## src/rtl/da2_sample_streamer_if.sv

```systemverilog
// da2_sample_streamer_if
//   Link between the sample streamer and the Pmod DA2 serial interface.
//   The streamer offers value/chmode with a level update request. The DA2
//   side answers with SYNC (request seen) and working (shift in progress).
interface da2_sample_streamer_if;
  logic [11:0] value;
  logic [1:0]  chmode;
  logic        update;
  logic        sync_in;
  logic        working_in;

  // streamer side
  modport master (
    output value,
    output chmode,
    output update,
    input  sync_in,
    input  working_in
  );

  // DA2 interface side
  modport slave (
    input  value,
    input  chmode,
    input  update,
    output sync_in,
    output working_in
  );
endinterface

```

## src/rtl/da2_sample_streamer.sv

```systemverilog
// da2_sample_streamer
//   Upstream feeder for the Pmod DA2 serial interface. Samples are queued in
//   a FIFO and released one per PERIOD clocks. Each released sample is held
//   on value/chmode with update raised until the DA2 reports SYNC, then the
//   streamer waits for the DA2 working flag to rise and fall before it will
//   offer the next sample, so a transfer is never cut short.
//
//   Optional feature macro: DA2_STREAM_STATS_EN
//     When defined, adds saturating miss_cnt / sent_cnt statistics ports.
//     When undefined, those ports and counters do not exist.
module da2_sample_streamer #(
  parameter int DEPTH  = 16,
  parameter int PERIOD = 1000,
  parameter int CNT_W  = 10
) (
  input  logic                     clk,
  input  logic                     rst,
  input  logic                     en,
  input  logic                     flush,
  input  logic                     wr_en,
  input  logic [11:0]              wr_data,
  input  logic [1:0]               chmode_cfg,
  output logic                     full,
  output logic                     empty,
  output logic [$clog2(DEPTH):0]   level,
  output logic                     underrun,
`ifdef DA2_STREAM_STATS_EN
  output logic [15:0]              miss_cnt,
  output logic [15:0]              sent_cnt,
`endif
  da2_sample_streamer_if.master    da2
);

  localparam int ADDR_W = $clog2(DEPTH);
  localparam int LVL_W  = ADDR_W + 1;

  localparam logic [CNT_W-1:0]  CNT_LAST  = CNT_W'(PERIOD - 1);
  localparam logic [CNT_W-1:0]  CNT_ONE   = CNT_W'(1);
  localparam logic [ADDR_W-1:0] ADDR_ONE  = ADDR_W'(1);
  localparam logic [LVL_W-1:0]  LVL_ONE   = LVL_W'(1);
  localparam logic [LVL_W-1:0]  LVL_FULL  = LVL_W'(DEPTH);
  localparam logic [LVL_W-1:0]  LVL_ZERO  = LVL_W'(0);

  typedef enum logic [1:0] {
    ST_IDLE = 2'd0,
    ST_REQ  = 2'd1,
    ST_ARM  = 2'd2,
    ST_BUSY = 2'd3
  } state_t;

  // ---------------------------------------------------------------------
  // State
  // ---------------------------------------------------------------------
  state_t              state_q, state_d;
  logic [CNT_W-1:0]    cnt_q, cnt_d;
  logic                pend_q, pend_d;
  logic [ADDR_W-1:0]   wr_ptr_q, wr_ptr_d;
  logic [ADDR_W-1:0]   rd_ptr_q, rd_ptr_d;
  logic [LVL_W-1:0]    level_q, level_d;
  logic                full_q, full_d;
  logic                empty_q, empty_d;
  logic                underrun_q, underrun_d;
  logic [11:0]         value_q, value_d;
  logic [1:0]          chmode_q, chmode_d;
  logic                update_q, update_d;
  logic [11:0]         mem_q [DEPTH];

  // ---------------------------------------------------------------------
  // Events decoded each cycle
  // ---------------------------------------------------------------------
  logic tick;      // timer reached the end of a sample period
  logic push;      // FIFO write accepted
  logic pop;       // FIFO head handed to the DA2 side
  logic consume;   // pending tick used up by the FSM in IDLE
  logic under_ev;  // pending tick found the FIFO empty
  logic drop_ev;   // tick arrived while one was already pending
  logic sent_ev;   // DA2 acknowledged a request with SYNC

  // Saturating 16-bit increment by 0, 1 or 2.
  function automatic logic [15:0] sat_add16(input logic [15:0] a, input logic [1:0] inc);
    logic [16:0] sum;
    sum = {1'b0, a} + {15'd0, inc};
    if (sum[16]) begin
      sat_add16 = 16'hFFFF;
    end else begin
      sat_add16 = sum[15:0];
    end
  endfunction

  assign tick    = en & (cnt_q == CNT_LAST);
  assign push    = wr_en & ~full_q;
  assign drop_ev = tick & pend_q & ~flush;

  // Sample-period timer: free-runs 0..PERIOD-1 while enabled, parked at 0 otherwise.
  always_comb begin
    cnt_d = cnt_q;
    if (!en) begin
      cnt_d = '0;
    end else if (cnt_q == CNT_LAST) begin
      cnt_d = '0;
    end else begin
      cnt_d = cnt_q + CNT_ONE;
    end
  end

  // Transfer FSM: pop on a pending tick, hold update until SYNC, then track working.
  always_comb begin
    state_d  = state_q;
    update_d = update_q;
    value_d  = value_q;
    chmode_d = chmode_q;
    pop      = 1'b0;
    consume  = 1'b0;
    under_ev = 1'b0;
    sent_ev  = 1'b0;
    case (state_q)
      ST_IDLE: begin
        // flush in the same cycle wins: the tick is discarded, nothing popped
        if (pend_q && en && !flush) begin
          consume = 1'b1;
          if (!empty_q) begin
            pop      = 1'b1;
            value_d  = mem_q[rd_ptr_q];
            chmode_d = chmode_cfg;
            update_d = 1'b1;
            state_d  = ST_REQ;
          end else begin
            // nothing to send: outputs keep the last sample
            under_ev = 1'b1;
            state_d  = ST_IDLE;
          end
        end else begin
          state_d = ST_IDLE;
        end
      end
      ST_REQ: begin
        if (da2.sync_in) begin
          update_d = 1'b0;
          sent_ev  = 1'b1;
          state_d  = ST_ARM;
        end else begin
          update_d = 1'b1;
          state_d  = ST_REQ;
        end
      end
      ST_ARM: begin
        if (da2.working_in) begin
          state_d = ST_BUSY;
        end else begin
          state_d = ST_ARM;
        end
      end
      ST_BUSY: begin
        if (!da2.working_in) begin
          state_d = ST_IDLE;
        end else begin
          state_d = ST_BUSY;
        end
      end
      default: begin
        state_d  = ST_IDLE;
        update_d = 1'b0;
      end
    endcase
  end

  // Pending-tick flag: one tick may wait for the FSM, extra ticks are dropped.
  always_comb begin
    pend_d = pend_q;
    if (flush) begin
      pend_d = 1'b0;
    end else if (consume) begin
      pend_d = 1'b0;
    end else if (tick) begin
      pend_d = 1'b1;
    end else begin
      pend_d = pend_q;
    end
  end

  // FIFO pointers, occupancy and status flags; flush empties without touching the FSM.
  always_comb begin
    wr_ptr_d = wr_ptr_q;
    rd_ptr_d = rd_ptr_q;
    level_d  = level_q;
    if (flush) begin
      wr_ptr_d = '0;
      rd_ptr_d = '0;
      level_d  = LVL_ZERO;
    end else begin
      if (push) begin
        wr_ptr_d = wr_ptr_q + ADDR_ONE;
      end else begin
        wr_ptr_d = wr_ptr_q;
      end
      if (pop) begin
        rd_ptr_d = rd_ptr_q + ADDR_ONE;
      end else begin
        rd_ptr_d = rd_ptr_q;
      end
      case ({push, pop})
        2'b10:   level_d = level_q + LVL_ONE;
        2'b01:   level_d = level_q - LVL_ONE;
        default: level_d = level_q;
      endcase
    end
    full_d  = (level_d == LVL_FULL);
    empty_d = (level_d == LVL_ZERO);
  end

  // Sticky underrun indication, cleared only by flush or reset.
  always_comb begin
    underrun_d = underrun_q;
    if (flush) begin
      underrun_d = 1'b0;
    end else if (under_ev) begin
      underrun_d = 1'b1;
    end else begin
      underrun_d = underrun_q;
    end
  end

  // Sample storage: written on accepted pushes only, no reset needed.
  always_ff @(posedge clk) begin
    if (push) begin
      mem_q[wr_ptr_q] <= wr_data;
    end
  end

  // Control and output registers; reset drops update immediately.
  always_ff @(posedge clk or posedge rst) begin
    if (rst) begin
      state_q    <= ST_IDLE;
      cnt_q      <= '0;
      pend_q     <= 1'b0;
      wr_ptr_q   <= '0;
      rd_ptr_q   <= '0;
      level_q    <= LVL_ZERO;
      full_q     <= 1'b0;
      empty_q    <= 1'b1;
      underrun_q <= 1'b0;
      value_q    <= 12'd0;
      chmode_q   <= 2'd0;
      update_q   <= 1'b0;
    end else begin
      state_q    <= state_d;
      cnt_q      <= cnt_d;
      pend_q     <= pend_d;
      wr_ptr_q   <= wr_ptr_d;
      rd_ptr_q   <= rd_ptr_d;
      level_q    <= level_d;
      full_q     <= full_d;
      empty_q    <= empty_d;
      underrun_q <= underrun_d;
      value_q    <= value_d;
      chmode_q   <= chmode_d;
      update_q   <= update_d;
    end
  end

`ifdef DA2_STREAM_STATS_EN
  logic [15:0] miss_cnt_q, miss_cnt_d;
  logic [15:0] sent_cnt_q, sent_cnt_d;

  // Statistics: missed ticks (dropped or underrun) and acknowledged transfers.
  always_comb begin
    miss_cnt_d = miss_cnt_q;
    sent_cnt_d = sent_cnt_q;
    if (flush) begin
      miss_cnt_d = 16'd0;
      sent_cnt_d = 16'd0;
    end else begin
      miss_cnt_d = sat_add16(miss_cnt_q, {1'b0, drop_ev} + {1'b0, under_ev});
      sent_cnt_d = sat_add16(sent_cnt_q, {1'b0, sent_ev});
    end
  end

  // Statistics registers.
  always_ff @(posedge clk or posedge rst) begin
    if (rst) begin
      miss_cnt_q <= 16'd0;
      sent_cnt_q <= 16'd0;
    end else begin
      miss_cnt_q <= miss_cnt_d;
      sent_cnt_q <= sent_cnt_d;
    end
  end

  assign miss_cnt = miss_cnt_q;
  assign sent_cnt = sent_cnt_q;
`else
  logic unused_stats;
  assign unused_stats = drop_ev ^ sent_ev;
`endif

  assign full       = full_q;
  assign empty      = empty_q;
  assign level      = level_q;
  assign underrun   = underrun_q;
  assign da2.value  = value_q;
  assign da2.chmode = chmode_q;
  assign da2.update = update_q;

endmodule

```

## src/flat_wrapper.sv

```systemverilog
// flat-port wrapper written by rule: the top's interface ports become plain ports
module da2_sample_streamer_flat 
#(
  parameter int DEPTH  = 16,
  parameter int PERIOD = 1000,
  parameter int CNT_W  = 10
)
  (clk, rst, en, flush, wr_en, wr_data, chmode_cfg, full, empty, level, underrun, da2_value, da2_chmode, da2_update, da2_sync_in, da2_working_in);
  da2_sample_streamer_if da2_i ();
  input  logic clk;
  input  logic rst;
  input  logic en;
  input  logic flush;
  input  logic wr_en;
  input  logic [11:0] wr_data;
  input  logic [1:0] chmode_cfg;
  output logic full;
  output logic empty;
  output logic [$clog2(DEPTH):0] level;
  output logic underrun;
  output wire logic [$bits(da2_i.value)-1:0] da2_value;
  output wire logic [$bits(da2_i.chmode)-1:0] da2_chmode;
  output wire logic [$bits(da2_i.update)-1:0] da2_update;
  input wire logic [$bits(da2_i.sync_in)-1:0] da2_sync_in;
  input wire logic [$bits(da2_i.working_in)-1:0] da2_working_in;
  assign da2_value = da2_i.value;
  assign da2_chmode = da2_i.chmode;
  assign da2_update = da2_i.update;
  assign da2_i.sync_in = da2_sync_in;
  assign da2_i.working_in = da2_working_in;
  da2_sample_streamer #(.DEPTH(DEPTH), .PERIOD(PERIOD), .CNT_W(CNT_W)) u_core (.clk(clk), .rst(rst), .en(en), .flush(flush), .wr_en(wr_en), .wr_data(wr_data), .chmode_cfg(chmode_cfg), .full(full), .empty(empty), .level(level), .underrun(underrun), .da2(da2_i));
endmodule
```

## config.mk

```make
export PLATFORM = sky130hd
export DESIGN_NAME = da2_sample_streamer_flat
export DESIGN_NICKNAME = d
export VERILOG_FILES = /design/src/rtl/da2_sample_streamer_if.sv /design/src/rtl/da2_sample_streamer.sv /design/src/flat_wrapper.sv
export SDC_FILE = /design/constraint.sdc
export NUM_CORES = 1
export LEC_CHECK = 0
export BUFFER_PORTS_ARGS = -buffer_cell sky130_fd_sc_hd__buf_4
export CAP_MARGIN = 20
export CORE_ASPECT_RATIO = 0.7
export CORE_UTILIZATION = 50
export DETAILED_ROUTE_END_ITERATION = 8
export PLACE_DENSITY = 0.7
export RECOVER_POWER = 100
export SYNTH_ARGS = -nofsm -noshare
export SYNTH_HDL_FRONTEND = slang
export SYNTH_SLANG_ARGS = --single-unit
```

## constraint.sdc

```tcl
create_clock -name clk -period 2.94 [get_ports clk]
set_input_delay 0.588 -clock clk [delete_from_list [all_inputs] [get_ports clk]]
set_output_delay 0.588 -clock clk [all_outputs]
set_load 0.05 [all_outputs]
```

* Yosys cells after proc, flatten, opt, wreduce, memory -nomap -nowiden
Memories as Yosys holds them, arrays and structs flattened. A register that Yosys moved wholly into a read port is not among the register bits.
Index checks and enable logic that the tools add are counted.
** Storage, ports and cells
- Register bits after elaboration :: 32
- Bits in writable memories :: 192
- Bits of input ports :: 21
- Output and inout bits :: 23
- Logic and storage cells :: 75
- Memories :: 1
** Operators by class
- Add/sub/neg operators :: 5
- Eq/ne operators :: 9
- Muxes and demuxes :: 33
- Bitwise operators :: 4
- Reductions and logical operators :: 12
** Memory list
- u_core.mem_q :: depth 16, bits a word 12, rd ports 1, clocked after memory_dff 1, write ports 1, line da2_sample_streamer.sv:66 : logic [11:0] mem_q [DEPTH];
** Operators by type and width (count)
- 1-bit 2-to-1 mux :: 21
- 10-bit 2-to-1 mux :: 2
- 4-bit 2-to-1 mux :: 4
- 10-bit by 1-bit adder with 10-bit output, second input constant :: 1
- 10-bit equality test, second input constant :: 1
- 5-bit case mux with 2 select lines :: 1
- 4-bit by 1-bit adder with 4-bit output, second input constant :: 2
- 2-bit case mux with 4 select lines :: 1
- 2-bit nonzero test :: 4
- 2-bit equality test, second input constant :: 3
- 3-bit AND reduction :: 2
- 5-bit by 1-bit adder with 5-bit output, second input constant :: 1
- 5-bit equality test, second input constant :: 1
- 5-bit logical NOT :: 1
- 5-bit 2-to-1 mux :: 1
- 5-bit by 1-bit subtractor with 5-bit output, second input constant :: 1
- 2-bit by 1-bit equality test with 1-bit output, second input constant :: 2
- 2-bit 2-to-1 mux :: 2
- 3-bit nonzero test :: 1
- 1-bit bitwise AND :: 2
- 1-bit logical AND :: 2
- 2-bit logical NOT :: 1
- 2-bit by 1-bit != test with 1-bit output, second input constant :: 1
- 2-bit != test, second input constant :: 1
- 3 further kinds :: 4

* Depth between registers and ports, before layout
- Depth in word-level cells :: 8
- Gate-level depth with buffers :: 14
- Depth with buffers taken out :: 11

* Worst setup path after synthesis
Ideal clock, no wire load.
- Kind :: input -> register
- From :: input flush
- To :: register u_core.full_q (netlist: u_core.full)
- Setup time :: 105 ps
- Data arrival time :: 3069 ps
- Required time :: 2835 ps
- Setup slack :: -234 ps
- Stages :: 14
- Buffers on the path :: 3
- Cell sequence :: buf_6 -> nand4bb_4 -> or3_1 -> buf_6 -> inv_8 -> ha_1 -> buf_2 -> xor2_1 -> ha_1 -> nor3b_1 -> a2111oi_0 -> o21bai_1 -> xor2_1 -> nor4b_1
** Between the ends
- Word-level cells in the longest chain between the ends :: 8
- Elaborated cells between the ends (all ways) :: 9
- Those cells by class :: 3 x eq/ne; 4 x mux; 2 x reduce/logical
** RTL lines
- from (decl) :: line flat_wrapper.sv:13 : input logic flush;
- 1-bit logical NOT * :: line da2_sample_streamer.sv:119 : if (pend_q && en && !flush) begin
- 1-bit logical AND * :: line da2_sample_streamer.sv:119
- 1-bit 2-to-1 mux * :: line da2_sample_streamer.sv:119
- 1-bit 2-to-1 mux * :: line da2_sample_streamer.sv:116 : case (state_q)
- via u_core.pop :: line da2_sample_streamer.sv:73 : logic pop;
- 2-bit by 1-bit equality test with 1-bit output or 2-bit equality test (tied branches) :: line da2_sample_streamer.sv:201 : case ({push, pop})
- 5-bit case mux with 2 select lines * :: line da2_sample_streamer.sv:201
- 5-bit 2-to-1 mux * :: line da2_sample_streamer.sv:186 : if (flush) begin
- 5-bit equality test * :: line da2_sample_streamer.sv:207 : full_d = (level_d == LVL_FULL);
- via u_core.full_d :: line da2_sample_streamer.sv:60 : logic full_q, full_d;
- to (signal assigned) :: line da2_sample_streamer.sv:252 : full_q <= full_d;
- to (decl) :: line da2_sample_streamer.sv:60
The timed path passes the listed nets; every way through them passes the cells marked *.
A chain may end at the register's enable or synchronous reset.

* Final worst setup path
- From :: register u_core.state_q[1]
- To :: register u_core.empty_q (netlist: u_core.empty)
** Between the ends
- Word-level cells in the longest chain between the ends :: 6
- Elaborated cells between the ends (all ways) :: 7
- Those cells by class :: 2 x eq/ne; 3 x mux; 2 x reduce/logical
** RTL lines
- from (decl) :: line da2_sample_streamer.sv:54 : state_t state_q, state_d;
- from (signal assigned) :: line da2_sample_streamer.sv:246 : state_q <= state_d;
- 2-bit logical NOT * :: line da2_sample_streamer.sv:116
- 1-bit 2-to-1 mux * :: line da2_sample_streamer.sv:116
- via u_core.pop :: line da2_sample_streamer.sv:73
- 2-bit by 1-bit equality test with 1-bit output or 2-bit equality test (tied branches) :: line da2_sample_streamer.sv:201
- 5-bit case mux with 2 select lines * :: line da2_sample_streamer.sv:201
- 5-bit 2-to-1 mux * :: line da2_sample_streamer.sv:186
- 5-bit logical NOT * :: line da2_sample_streamer.sv:208 : empty_d = (level_d == LVL_ZERO);
- via u_core.empty_d :: line da2_sample_streamer.sv:61 : logic empty_q, empty_d;
- to (signal assigned) :: line da2_sample_streamer.sv:253 : empty_q <= empty_d;
- to (decl) :: line da2_sample_streamer.sv:61
Marked as above.

==> results.cfg <==
[timing]
hold_violations = 0
slew_violations = 0
timing.final.crit_share = 0.954
fmax_mhz = 357
fin_crit_ps = 2800
worst_pin_slew_ps = 1460
final.setup_skew_ps = 12.0
whs_ps = 286
max_slew_margin = 0.0271
setup_viol = 0

[synthesis]
synth_edf_count = 192
ys_seq_elements = 236
syn_nets = 541
yosysSeqAreaShare = 0.728
synthTopCellsByCount = 192 x edfxtp_1, 48 x mux4_2, 43 x dfrtp_1
netlist.area_leader.share = 0.611
synth.cell_area_um2 = 9440
ys_types = 41
avgSynthCellArea_um2 = 18.5
syn_inst = 511
synth_top_flop_cell = edfxtp_1
synth_most_common_cell = edfxtp_1
ys_top_cells_by_area = edfxtp_1 61%, mux4_2 11%, dfrtp_1 11%
netlist.top_cell.by_area = edfxtp_1
synthArstFlopShare = 0.186
yosysWarnings = 0

[run_status]
status = complete, but fails checks
violations = design-rule violations

[route]
via_per_inst = 5.80
drc = 4
drt-wirelength-per-cell_um = 23.2
drtAntennaViolNets = 0
routed_wl_um = 19400
dr_total_vias = 4857
drt_iter0_drc = 402
dr.pass1.iters = 7

[setup_path]
ff2ff_setup_slack_ps = 140
crit_required_ps = 3380
crit_path_start_kind = flop
cp_max_fo = 7
arrival_ps = 3250
critPathKind = flop to flop
setup.worst_path.end_class = flop

[die]
ios = 44
coreArea_um2 = 18300
dieArea_um2 = 19400
start_util = 0.517
die_w_um = 166
die_h_um = 117
rows = 41

[clocking]
hold_buffers = 0
insertion_delay_ps = 510
cts_tree = built
cts_root_buffer = clkbuf_16
clk_pin_slew_worst_paths_ps = 60
postCtsSetupRepairBufs = 0
cts_buffers = 23
clockBufferDepth = 3
cts.sinks = 236
cts_htree_levels = 1

[hold_path]
min_path_type = primary input to flop

[placement]
dp.cells = 795
portBuffers = 43
dpl.hpwl_um = 11400
gp_congestion = 0.832

[finish]
drive_above_1_share = 0.181
area_delta_synth_final_pct = 13.5
antenna_cells = 0
fin_cells = 837
fin_nets = 614

[global_route]
overflow = 0
antenna_found_initial = 0
grt_pass1_wl_um = 29300
grt_pass1_vias = 4972
grt_max_degree = 34
grt_usage = 0.207

[power]
max-vdd-ir-drop_mv = 0.372
leakage_nw = 3.66
powerDensity_nw_per_um2 = 613

[flow_run]
max_cap_violations = 0
## layout make-up
class                           instances  area, um2
Clock inverter                          9       47.5
Sequential cell                       236       6870
Inverter                                8       37.5
Timing Repair Buffer                   73        379
Clock buffer                           33        643
Fill cell                            1380       7550
Tap cell                              236        295
Multi-Input combinational cell        242       2440
## layout by cell type (no fill, tap or decap), types with 13 or more instances in the layout
master     Yosys  final
and2_0         0     16
mux4_2        48     48
nand2_1       19     20
clkbuf_16      0     23
clkbuf_1      12     62
dfrtp_1       43     41
edfxtp_1     192    192
nor2_1        25     25
mux2i_1       26     26
buf_4          0     13
## sequential cells by signal, summed over array words and instances (netlist names)
name	cells
u_core.cnt_q	10
u_core.da2.chmode	2
u_core.da2.update	1
u_core.da2.value	12
u_core.empty	1
u_core.full	1
u_core.level	5
u_core.mem_q	192
u_core.pend_q	1
u_core.rd_ptr_q	4
u_core.state_q	2
u_core.underrun	1
u_core.wr_ptr_q	4
## repair_timing
item	CTS	global route
pin swaps	0	1
gates resized for setup	1	3
endpoints found under the setup margin	1	2
## path summary, 6_finish.rpt
kind	startpoint	end	cells after the start
max	u_core.state_q[1]	u_core.empty	11
min	chmode_cfg[1]	u_core.da2.chmode[1]	3
max reg2reg	u_core.state_q[1]	u_core.empty	11
min reg2reg	u_core.cnt_q[0]	u_core.cnt_q[0]	1
max in group asynchronous	rst	u_core.rd_ptr_q[0]	3
min in group asynchronous	rst	u_core.da2.value[11]	3
## stage by stage
stage                util  power (mW)  TNS [ps]  worst slack [ps]  cell area, um2
finish              0.587        6.57         0               136           10700
global route        0.587        6.78     -6.36             -6.36           10700
floorplan               -        3.85      -118             -89.8            9460
CTS                 0.597        6.64         0              16.8           10900
detailed placement  0.559        3.96      -424              -224           10200
global placement    0.559        3.95     -15.9             -15.9           10200
## layer usage
metal  vias to the layer above  track usage  part of all wire
li1                       2151            -                 -
met1                      2531        0.292              0.45
met2                       152        0.346              0.48
met3                        23       0.0350             0.058
met4                         0       0.0420             0.013
met5                         -            0                 0
## cell families after synthesis
group	share of synthesized area
and+or+nand+nor	0.0526
AOI/OAI and AO/OA	0.0337
xor gates and xnor gates	0.0148
DFF	0.728
muxes	0.142
adders and majority gates	0.0119
buffers and inverters	0.0174
## critical path, cell delays in order (launching register included)
cell	delay (ps)
dfrtp_1	440
nand4bb_4	260
or3_4	390
inv_8	70
ha_4	120
xor2_1	170
ha_2	230
a211oi_1	90
a2111oi_2	380
o21bai_1	120
xor2_1	270
a41o_1	210
## power breakdown
group          internal (mW)  total (mW)  switching, mW
registers               3.66        3.69         0.0217
logic                 0.0555       0.190          0.135
clock network           1.52        2.69           1.17
total                   5.24        6.57           1.33
No activity file was read; power rests on OpenSTA's default activity.
